File: config.mk
export PLATFORM = sky130hd
export DESIGN_NAME = encoder_prio
export DESIGN_NICKNAME = d
export VERILOG_FILES = /design/src/rtl/encoder_prio_pkg.sv /design/src/rtl/prio_enc_core.sv /design/src/rtl/encoder_prio.sv
export SDC_FILE = /design/constraint.sdc
export NUM_CORES = 1
export LEC_CHECK = 0
export CORE_AREA = 2 2 39 41
export DETAILED_ROUTE_END_ITERATION = 12
export DIE_AREA = 0 0 41 43
export MAX_ROUTING_LAYER = met4
export PLACE_DENSITY = 0.4
export SLEW_MARGIN = 20
export SYNTH_ARGS = -nofsm -noshare
export SYNTH_HDL_FRONTEND = slang
export SYNTH_SLANG_ARGS = --single-unit
File: constraint.sdc
create_clock -name clk -period 1.4 [get_ports clk]
set_clock_uncertainty 0.2 [all_clocks]
set_input_delay 0.28 -clock clk [delete_from_list [all_inputs] [get_ports clk]]
set_output_delay 0.28 -clock clk [all_outputs]
set_load 0.03 [all_outputs]
File: src/rtl/encoder_prio_pkg.sv
// Shared helpers for the priority encoder: index width and multi-hit detection.
package encoder_prio_pkg;

  // Widest request vector the helpers are sized for.
  localparam int unsigned MaxInW = 64;

  // Index width for an n-bit request vector; never narrower than one bit.
  function automatic int unsigned idx_width(input int unsigned n);
    return (n <= 2) ? 1 : $clog2(n);
  endfunction

  // True when two or more bits are set: clearing the lowest set bit leaves something behind.
  function automatic logic popcount_ge2(input logic [MaxInW-1:0] v);
    return (v & (v - MaxInW'(1))) != '0;
  endfunction

endpackage

File: src/rtl/prio_enc_core.sv
// Combinational priority encoder: index of the highest set bit plus an any-hit flag.
module prio_enc_core #(
  parameter int unsigned IN_W  = 4,
  parameter int unsigned OUT_W = 2
) (
  input  logic [IN_W-1:0]  d,
  output logic [OUT_W-1:0] idx,
  output logic             any
);

  // Scan LSB to MSB so the highest set bit is the last to write idx.
  always_comb begin
    idx = '0;
    any = 1'b0;
    for (int i = 0; i < IN_W; i++) begin
      if (d[i]) begin
        idx = OUT_W'(i);
        any = 1'b1;
      end
    end
  end

endmodule

File: src/rtl/encoder_prio.sv
// Registered priority encoder: captures index, valid and multi-hit flags when enabled.
module encoder_prio
  import encoder_prio_pkg::*;
#(
  parameter int unsigned IN_W  = 4,
  parameter int unsigned OUT_W = idx_width(IN_W)
) (
  input  logic             clk,
  input  logic             rst_n,
  input  logic             en,
  input  logic [IN_W-1:0]  d,
  output logic [OUT_W-1:0] y,
  output logic             valid,
  output logic             multi
);

  logic [OUT_W-1:0]  idx;
  logic              any;
  logic              many;
  logic [MaxInW-1:0] d_ext;

  logic [OUT_W-1:0] y_d, y_q;
  logic             valid_d, valid_q;
  logic             multi_d, multi_q;

  prio_enc_core #(
    .IN_W  (IN_W),
    .OUT_W (OUT_W)
  ) u_core (
    .d   (d),
    .idx (idx),
    .any (any)
  );

  // Zero-extend the request vector so the shared helper handles any legal width.
  always_comb begin
    d_ext           = '0;
    d_ext[IN_W-1:0] = d;
    many            = popcount_ge2(d_ext);
  end

  // Next state: load the fresh encoding when enabled, otherwise hold.
  always_comb begin
    y_d     = y_q;
    valid_d = valid_q;
    multi_d = multi_q;
    if (en) begin
      y_d     = idx;
      valid_d = any;
      multi_d = many;
    end
  end

  // Output registers; reset wins over a pending capture.
  always_ff @(posedge clk) begin
    if (!rst_n) begin
      y_q     <= '0;
      valid_q <= 1'b0;
      multi_q <= 1'b0;
    end else begin
      y_q     <= y_d;
      valid_q <= valid_d;
      multi_q <= multi_d;
    end
  end

  assign y     = y_q;
  assign valid = valid_q;
  assign multi = multi_q;

endmodule

==> out/summary.txt, run 1 <==
core area -> 1380 um2
Hold EP -> multi$_SDFFE_PN0P_
Top Metal Used -> met3
Iter 0 DRT Violations -> 4
routability cong. -> 0.640
Seq cells post-synth -> 4
Cells after Synth -> 19
Setup WS post-layout -> 0.184 ns
Max Freq -> 822 MHz
Place WS -> -0.0728 ns
Final Non-Filler Cells -> 50
reg2reg setup slack -> 0.58 ns
Final Setup Violations -> 0
worst flop-to-flop path endpoint -> valid$_SDFFE_PN0P_
critical path's largest stage delay -> 0.33 ns
Crit Path Max Fanout -> 2
first-pass GRT wire length -> 731 um
Hold Crit Start -> multi$_SDFFE_PN0P_
DRC -> 0
kind of critical path -> reg -> out
I/O pin total -> 11
grt ovf -> 0
vias in the first global route -> 192
final core utilization -> 22.8%
worst path arrival time -> 0.74 ns
routed wire length -> 480 um
Die X -> 41 um
hold path depth -> 2
distinct cell type count after synthesis -> 13
CP max stage cell -> dfxtp_1
DRT Pass-1 Iters -> 4
Hold Crit Class -> reg -> reg
largest net degree at the start of global routing -> 8
cts hold-fix bufs -> 0
type of origin of the critical path -> register
die area -> 1760 um2
met1 WL -> 226 um
Sink Count -> 4
Antenna diodes -> 0
Crit. End Element -> output port
met2 wire length -> 185 um
period utilisation layout -> 86.9%
Fin Setup TNS -> 0 ns
CP startpoint -> valid$_SDFFE_PN0P_
initial antenna violation count -> 0
CTS Buf Count -> 3
Reg-to-Reg Start -> valid$_SDFFE_PN0P_
Routed Antenna Nets -> 0
Final Hold Vio Count -> 0
WHS -> 0.291 ns
nets -> 43
most frequent cells in the layout -> clkdlybuf4s50_1, buf_4, dfxtp_1
Mapped Area -> 168 um2
Initial Utilization -> 12.1%
RSZ-0062 raised after global routing -> no
Root Driver -> clkbuf_4
Vias/cell -> 4.16
Worst Path Required -> 0.92 ns
Synth Warn # -> 0
GR Util All Layers -> 7.41%
WL met3 -> 68 um
die height -> 43 um
via count -> 208
Max Slew Vio Count -> 0
Setup Fix Bufs, Post-CTS -> 0
post-layout minimum cycle time -> 1.22 ns
# rows -> 14
IO buf count -> 10
register area share after synthesis -> 47.8%
CTS Buffer Depth -> 2
Area growth syn-to-layout -> 88.1%
Syn Area/Cell -> 8.82 um2
Clk Latency, worst-skew pair -> 0.24 ns
slew margin rel. -> 84.4%
# resized after CTS -> 0
H-tree lvl count -> 1
Buf/Inv on CP -> 1
PwrDens -> 1130 nW/um2
syn_nets -> 26
status -> finished, final reports clean
Reg2Reg Depth -> 2
CTS tree -> done
Slew @ Worst Pin -> 0.231 ns
Inst Count DP -> 47
leakage power -> 0.126 nW
max-cap violations -> 0
largest delay contributor family on the critical path -> flip-flops
Filler cells -> 161
Max VDD drop -> 0.000518 V
drt wl/cell -> 9.60 um
Clk pin slew, worst setup/hold paths -> 0.04 ns
crit-path cells -> buf_4
layout cells sized above 1 -> 26.5%
worst max path at each step:
stage / cells past startpoint / endpoint / slack, ns
after floorplan: 2 / y[0]$_SDFFE_PN0P_ / 0.42
after global placement: 3 / valid$_SDFFE_PN0P_ / -0.09
after detailed placement: 3 / valid$_SDFFE_PN0P_ / -0.07
after CTS: 1 / valid / 0.17
after global routing: 3 / multi$_SDFFE_PN0P_ / 0.09
final: 1 / valid / 0.18
state kept, by name, indices dropped and copies added, names as in the netlist:
name   count
multi      1
y          2
valid      1
synthesized netlist by cell type, drive strengths merged:
| library cell | number | area share (%) |
|---|---|---|
| nand2b | 1 | 3.7 |
| a21oi | 2 | 6.0 |
| dfxtp | 4 | 48 |
| nor4 | 1 | 3.7 |
| o311ai | 1 | 5.2 |
| o31ai | 1 | 4.5 |
| a211oi | 1 | 4.5 |
| nor2 | 1 | 2.2 |
| nor3 | 1 | 3.0 |
| a31oi | 1 | 3.7 |
| nand3b | 1 | 4.5 |
| inv | 1 | 2.2 |
| o21ai | 3 | 9.0 |
final cells by class:
type	instances	area, um2	share of cell area, %
sequential	4	80.1	25.4
timing repair buffer	12	105	33.3
inverter	1	3.75	1.19
multi-input combinational	14	83.8	26.6
tap	16	20.0	6.35
clock buffer	3	22.5	7.14
power by group:
group          switching, mW  leakage (nW)  internal [mW]
logic                 0.0384        0.0785         0.0366
clock network         0.0573        0.0138         0.0966
registers            0.00434        0.0334          0.123
total                  0.100         0.126          0.257
kinds of logic after synthesis:
logic type / count (synthesis) / share of synthesized area, %
simple gates: 5 / 17.2
flops: 4 / 47.8
compound gates: 9 / 32.8
buf+inv: 1 / 2.24
routing by layer:
layer	track usage [%]	vias up
met5	-	-
met4	4.00	0
met3	9.42	0
met2	7.50	11
met1	7.72	91
li1	-	106
through the flow:
stage / power (mW) / cell area [um2]
finish: 0.357 / 315
global route: 0.376 / 315
global placement: 0.205 / 293
floorplan: 0.159 / 168
CTS: 0.359 / 315
detailed placement: 0.205 / 293
Note: power is estimated with default switching activity, not from simulation.
==> run 2: changes to the inputs <==
--- a/config.mk
+++ b/config.mk
@@ -5,11 +5,13 @@
 export SDC_FILE = /design/constraint.sdc
 export NUM_CORES = 1
 export LEC_CHECK = 0
+export ABC_AREA = 1
 export CORE_AREA = 2 2 39 41
 export DETAILED_ROUTE_END_ITERATION = 12
 export DIE_AREA = 0 0 41 43
+export GPL_TIMING_DRIVEN = 0
 export MAX_ROUTING_LAYER = met4
-export PLACE_DENSITY = 0.4
+export PLACE_DENSITY = 0.41
 export SLEW_MARGIN = 20
 export SYNTH_ARGS = -nofsm -noshare
 export SYNTH_HDL_FRONTEND = slang
==> run 2 against run 1 <==
Against the previous run: maximum frequency down 8.5%; non-clock buffer count decreased by 2; largest power group unchanged; first-iteration DRC count is 75% lower; design area grew 4.0%; sequential share of layout area fell by 0.97 points; sequential power about the same; critical endpoint is now multi; routed wire length shrank 6.9%; clock power down 9.7%; count of clock-buffer cells in the layout unchanged; critical path type unchanged; global-route usage fell by 0.71 points.
==> out/summary.txt, run 2 <==
status -> finished, final reports clean
Crit Path Max Fanout -> 2
post-synth top area share -> 43.5%
routed wire length -> 447 um
Final Non-Filler Cells -> 55
leakage power -> 0.167 nW
max-cap violations -> 0
DRT Pass-1 Iters -> 2
Area growth syn-to-layout -> 78.2%
largest delay contributor family on the critical path -> flip-flops
core area -> 1380 um2
Post-DP HPWL -> 350 um
register area share after synthesis -> 43.5%
Post-synth ARST share -> 0%
initial antenna violation count -> 0
multiplexer area fraction after synthesis -> 0%
Initial Utilization -> 13.3%
post-layout minimum cycle time -> 1.33 ns
GR Util All Layers -> 6.69%
Sink Count -> 4
Placement Cell Area -> 304 um2
Post-synth EDFFs -> 0
period utilisation layout -> 94.9%
syn_nets -> 33
Synth Warn # -> 0
max FFs per register -> 2
Syn Area/Cell -> 7.07 um2
Synth Area in Adders -> 0%
distinct cell type count after synthesis -> 12
area of the multi-input gates -> 85.1 um2
H-tree lvl count -> 1
I/O pin total -> 11
combinational family with the most area after synthesis -> compound AO/OA/AOI/OAI gates
RSZ-0062 raised after global routing -> no
CTS tree -> done
die height -> 43 um
largest net degree at the start of global routing -> 8
Die X -> 41 um
routability cong. -> 0.594
die area -> 1760 um2
Mapped Area -> 184 um2
WHS -> 0.240 ns
CTS Buf Count -> 3
Final Hold Vio Count -> 0
Final Setup Violations -> 0
first-pass GRT wire length -> 738 um
most instantiated cells after synthesis -> inv_1, nand2_1, dfxtp_1
top_reg_cell synth -> dfxtp_1
Clk Latency, worst-skew pair -> 0.23 ns
Routed Antenna Nets -> 0
Root Driver -> clkbuf_4
drt wl/cell -> 8.13 um
Synth Area in Compound Gates -> 23.8%
Synth Area in Simple Gates -> 22.4%
register area -> 80.1 um2
Slew @ Worst Pin -> 0.252 ns
Final Cell Area -> 328 um2
slew margin rel. -> 83.2%
crit-path cells -> clkdlybuf4s15_2
Filler cells -> 164
Max Slew Vio Count -> 0
Vias/cell -> 3.56
Worst Path Required -> 0.92 ns
Inst Count DP -> 52
area leader, netlist -> dfxtp_1
Iter 0 DRT Violations -> 1
PwrDens -> 1040 nW/um2
Cells after Synth -> 26
DRC -> 0
type of origin of the critical path -> register
Post-Synth XOR/XNOR Area -> 0%
Max VDD drop -> 0.000551 V
Buf/Inv on CP -> 1
Antenna diodes -> 0
CP max stage cell -> dfxtp_1
IO buf count -> 10
Crit. End Element -> output port
layout cells sized above 1 -> 20.5%
Fin Setup TNS -> 0 ns
Seq cells post-synth -> 4
cts hold-fix bufs -> 0
most frequent cells in the layout -> inv_1, nand2_1, clkdlybuf4s50_1
# rows -> 14
grt ovf -> 0
nets -> 48
critical path's largest stage delay -> 0.32 ns
Hold Crit Class -> in -> reg
via count -> 196
CTS Buffer Depth -> 2
vias in the first global route -> 190
kind of critical path -> reg -> out
worst path arrival time -> 0.85 ns
Max Freq -> 753 MHz
Clk pin slew, worst setup/hold paths -> 0.04 ns
ranking of synthesized cells by area -> dfxtp_1, inv_1, nand2_1, nor2_1, o211a_1
[run 2: changes by cell type in the layout (fill, tap and decap cells not counted), moves of 2 or more]
cell / previous run / this run
inv_1: 1 / 5
buf_4: 6 / 0
nand2_1: 0 / 5
clkdlybuf4s15_2: 0 / 3
nor2_1: 1 / 3
[run 2: cell families after synthesis]
family | Yosys count
compound gates | 7
buf+inv | 5
flops | 4
simple gates | 10
[run 2: final cells by class]
cell class,count,share of cell area (%)
inverter,5,5.73
timing repair buffer,10,30.9
multi-input combinational,17,26.0
clock buffer,3,6.87
sequential,4,24.4
tap,16,6.11
[run 2: metrics by stage]
stage               setup slack [ns]  utilization (%)  power [mW]
global placement              -0.122             22.0       0.209
finish                        0.0713             23.7       0.341
detailed placement            -0.131             22.0       0.209
floorplan                      0.395                -       0.167
global route                  0.0311             23.7       0.364
CTS                          0.00590             23.9       0.352
[run 2: worst paths after layout]
kind | start | endpoint | slack (ns) | depth (start not counted)
setup / recovery | multi$_SDFFE_PN0P_ | multi | 0.07 | 1
hold / removal | en | y[0]$_SDFFE_PN0P_ | 0.24 | 2
setup reg to reg | valid$_SDFFE_PN0P_ | valid$_SDFFE_PN0P_ | 0.51 | 3
hold reg to reg | y[1]$_SDFFE_PN0P_ | y[1]$_SDFFE_PN0P_ | 0.27 | 1
[run 2: what timing repair did]
item / CTS / global route
setup endpoints to repair: 4 / 2
setup buffers: 0 / 0
hold endpoints to repair: 0 / 0
gates resized for setup: 11 / 2
[run 2: layer usage]
| layer | GRT usage [%] | up-vias | wire length (um) |
|---|---|---|---|
| met5 | - | - | 0 |
| met4 | 0 | 0 | 0 |
| met3 | 7.85 | 0 | 31 |
| met2 | 9.06 | 4 | 200 |
| met1 | 6.77 | 80 | 214 |
| li1 | - | 112 | - |
[run 2: power breakdown]
| group | internal [mW] | leakage [nW] | switching (mW) | total, mW |
|---|---|---|---|---|
| combinational | 0.0346 | 0.119 | 0.0401 | 0.0747 |
| clock | 0.0956 | 0.0138 | 0.0433 | 0.139 |
| sequential | 0.124 | 0.0334 | 0.00384 | 0.127 |
| total | 0.254 | 0.167 | 0.0872 | 0.341 |
==> run 3: changes to the inputs <==
--- a/config.mk
+++ b/config.mk
@@ -11,7 +11,7 @@
 export DIE_AREA = 0 0 41 43
 export GPL_TIMING_DRIVEN = 0
 export MAX_ROUTING_LAYER = met4
-export PLACE_DENSITY = 0.41
+export PLACE_DENSITY = 0.42
 export SLEW_MARGIN = 20
 export SYNTH_ARGS = -nofsm -noshare
 export SYNTH_HDL_FRONTEND = slang
==> constraint.sdc (replaced) <==
create_clock -name clk -period 1.1 [get_ports clk]
set_clock_uncertainty 0.2 [all_clocks]
set_input_delay 0.22 -clock clk [delete_from_list [all_inputs] [get_ports clk]]
set_output_delay 0.22 -clock clk [all_outputs]
set_load 0.03 [all_outputs]
==> run 3 against run 2 <==
Against the previous run: via count up 5.1%; the flow now finishes with violations (setup timing); utilization up 1.9 points; total power up 33%; global-route usage up 1.3 points; critical endpoint is now valid.
==> out/summary.txt, run 3 (synthesized netlist as in run 2, its figures left out) <==
PwrDens -> 1280 nW/um2
Max VDD drop -> 0.000514 V
Max Slew Vio Count -> 0
Die X -> 41 um
crit-path cells -> buf_6
IO buf count -> 10
first-pass GRT wire length -> 834 um
Crit. End Element -> output port
layout cells sized above 1 -> 42.5%
critical path's largest stage delay -> 0.32 ns
Routed Antenna Nets -> 0
# rows -> 14
die area -> 1760 um2
CTS Buf Count -> 3
kind of critical path -> reg -> out
largest delay contributor family on the critical path -> flip-flops
DRT Pass-1 Iters -> 2
routability cong. -> 0.602
core area -> 1380 um2
Buf/Inv on CP -> 1
GR Util All Layers -> 8.02%
routed wire length -> 473 um
I/O pin total -> 11
Area growth syn-to-layout -> 92.5%
commonest non-fill, non-tap cell in the layout -> nand2_1
WL met3 -> 41 um
Antenna diodes -> 0
drt wl/cell -> 8.45 um
grt ovf -> 0
Initial Utilization -> 13.3%
Filler cells -> 166
max FFs per register -> 2
die height -> 43 um
Place WS -> -0.366 ns
Top Metal Used -> met3
Final Setup Violations -> 1
via count -> 206
Root Driver -> clkbuf_4
Setup WS post-layout -> -0.00204 ns
worst path arrival time -> 0.68 ns
Worst Path Required -> 0.68 ns
CTS tree -> done
Slew @ Worst Pin -> 0.254 ns
slew margin rel. -> 83.0%
Vias/cell -> 3.68
H-tree lvl count -> 1
nets -> 49
Final Hold Vio Count -> 0
Hold Crit Class -> in -> reg
leakage power -> 0.191 nW
violated checks -> setup timing
type of origin of the critical path -> register
post-layout minimum cycle time -> 1.10 ns
DRC -> 0
Max Freq -> 907 MHz
RSZ-0062 raised after global routing -> yes
CP max stage cell -> dfxtp_2
Clk Latency, worst-skew pair -> 0.23 ns
initial antenna violation count -> 0
met1 WL -> 206 um
CTS Buffer Depth -> 2
Iter 0 DRT Violations -> 9
status -> complete, but fails checks
met2 wire length -> 225 um
Clk pin slew, worst setup/hold paths -> 0.04 ns
largest net degree at the start of global routing -> 8
period utilisation layout -> 100%
vias in the first global route -> 188
Sink Count -> 4
Crit Path Max Fanout -> 2
most frequent cells in the layout -> nand2_1, dfxtp_2, buf_6
Design Power -> 453 uW
max-cap violations -> 0
[run 3: final timing paths]
kind | from | to | slack [ns] | cells after the start
worst max-delay path | valid$_SDFFE_PN0P_ | valid | -0.002 | 1
worst max register to register | valid$_SDFFE_PN0P_ | valid$_SDFFE_PN0P_ | 0.09 | 4
worst min register to register | y[1]$_SDFFE_PN0P_ | y[1]$_SDFFE_PN0P_ | 0.29 | 1
worst min-delay path | rst_n | y[0]$_SDFFE_PN0P_ | 0.13 | 3
[run 3: metrics by stage]
step | util, % | hold slack [ns] | std cells | setup TNS, ns | cell area (um2)
final | 25.6 | 0.126 | 56 | -0.00204 | 354
after global placement | 22.0 | 0.269 | 52 | -2.38 | 304
after global routing | 25.6 | 0.129 | 56 | -0.152 | 354
after detailed placement | 22.0 | 0.270 | 52 | -2.42 | 304
after CTS | 24.6 | 0.231 | 56 | -0.0320 | 340
after floorplan | - | 0.120 | 26 | 0 | 184
[run 3: what timing repair did]
item,4_1_cts,5_1_grt
pin swaps,0,1
hold buffers,0,0
setup buffers,1,0
gates cloned,0,0
resized for setup,36,5
endpoints found under the setup margin,8,7
hold endpoints to repair,0,0
[run 3: power by group]
group          total [mW]  switching, mW  internal, mW  leakage, nW
sequential          0.167        0.00713         0.160       0.0344
combinational       0.106         0.0547        0.0513        0.143
clock               0.181         0.0587         0.122       0.0138
[run 3: per-layer routing]
| layer | GRT usage, % | up-vias |
|---|---|---|
| met2 | 9.38 | 6 |
| met3 | 9.42 | 0 |
| met5 | - | - |
| li1 | - | 112 |
| met4 | 2.00 | 0 |
| met1 | 8.68 | 88 |
[run 3: area by class of cell]
type / count / area (um2) / share of cell area, %
Tap cell: 16 / 20.0 / 5.65
Timing Repair Buffer: 11 / 114 / 32.2
Sequential cell: 4 / 85.1 / 24.0
Clock buffer: 3 / 22.5 / 6.36
Inverter: 5 / 18.8 / 5.30
Multi-Input combinational cell: 17 / 93.8 / 26.5
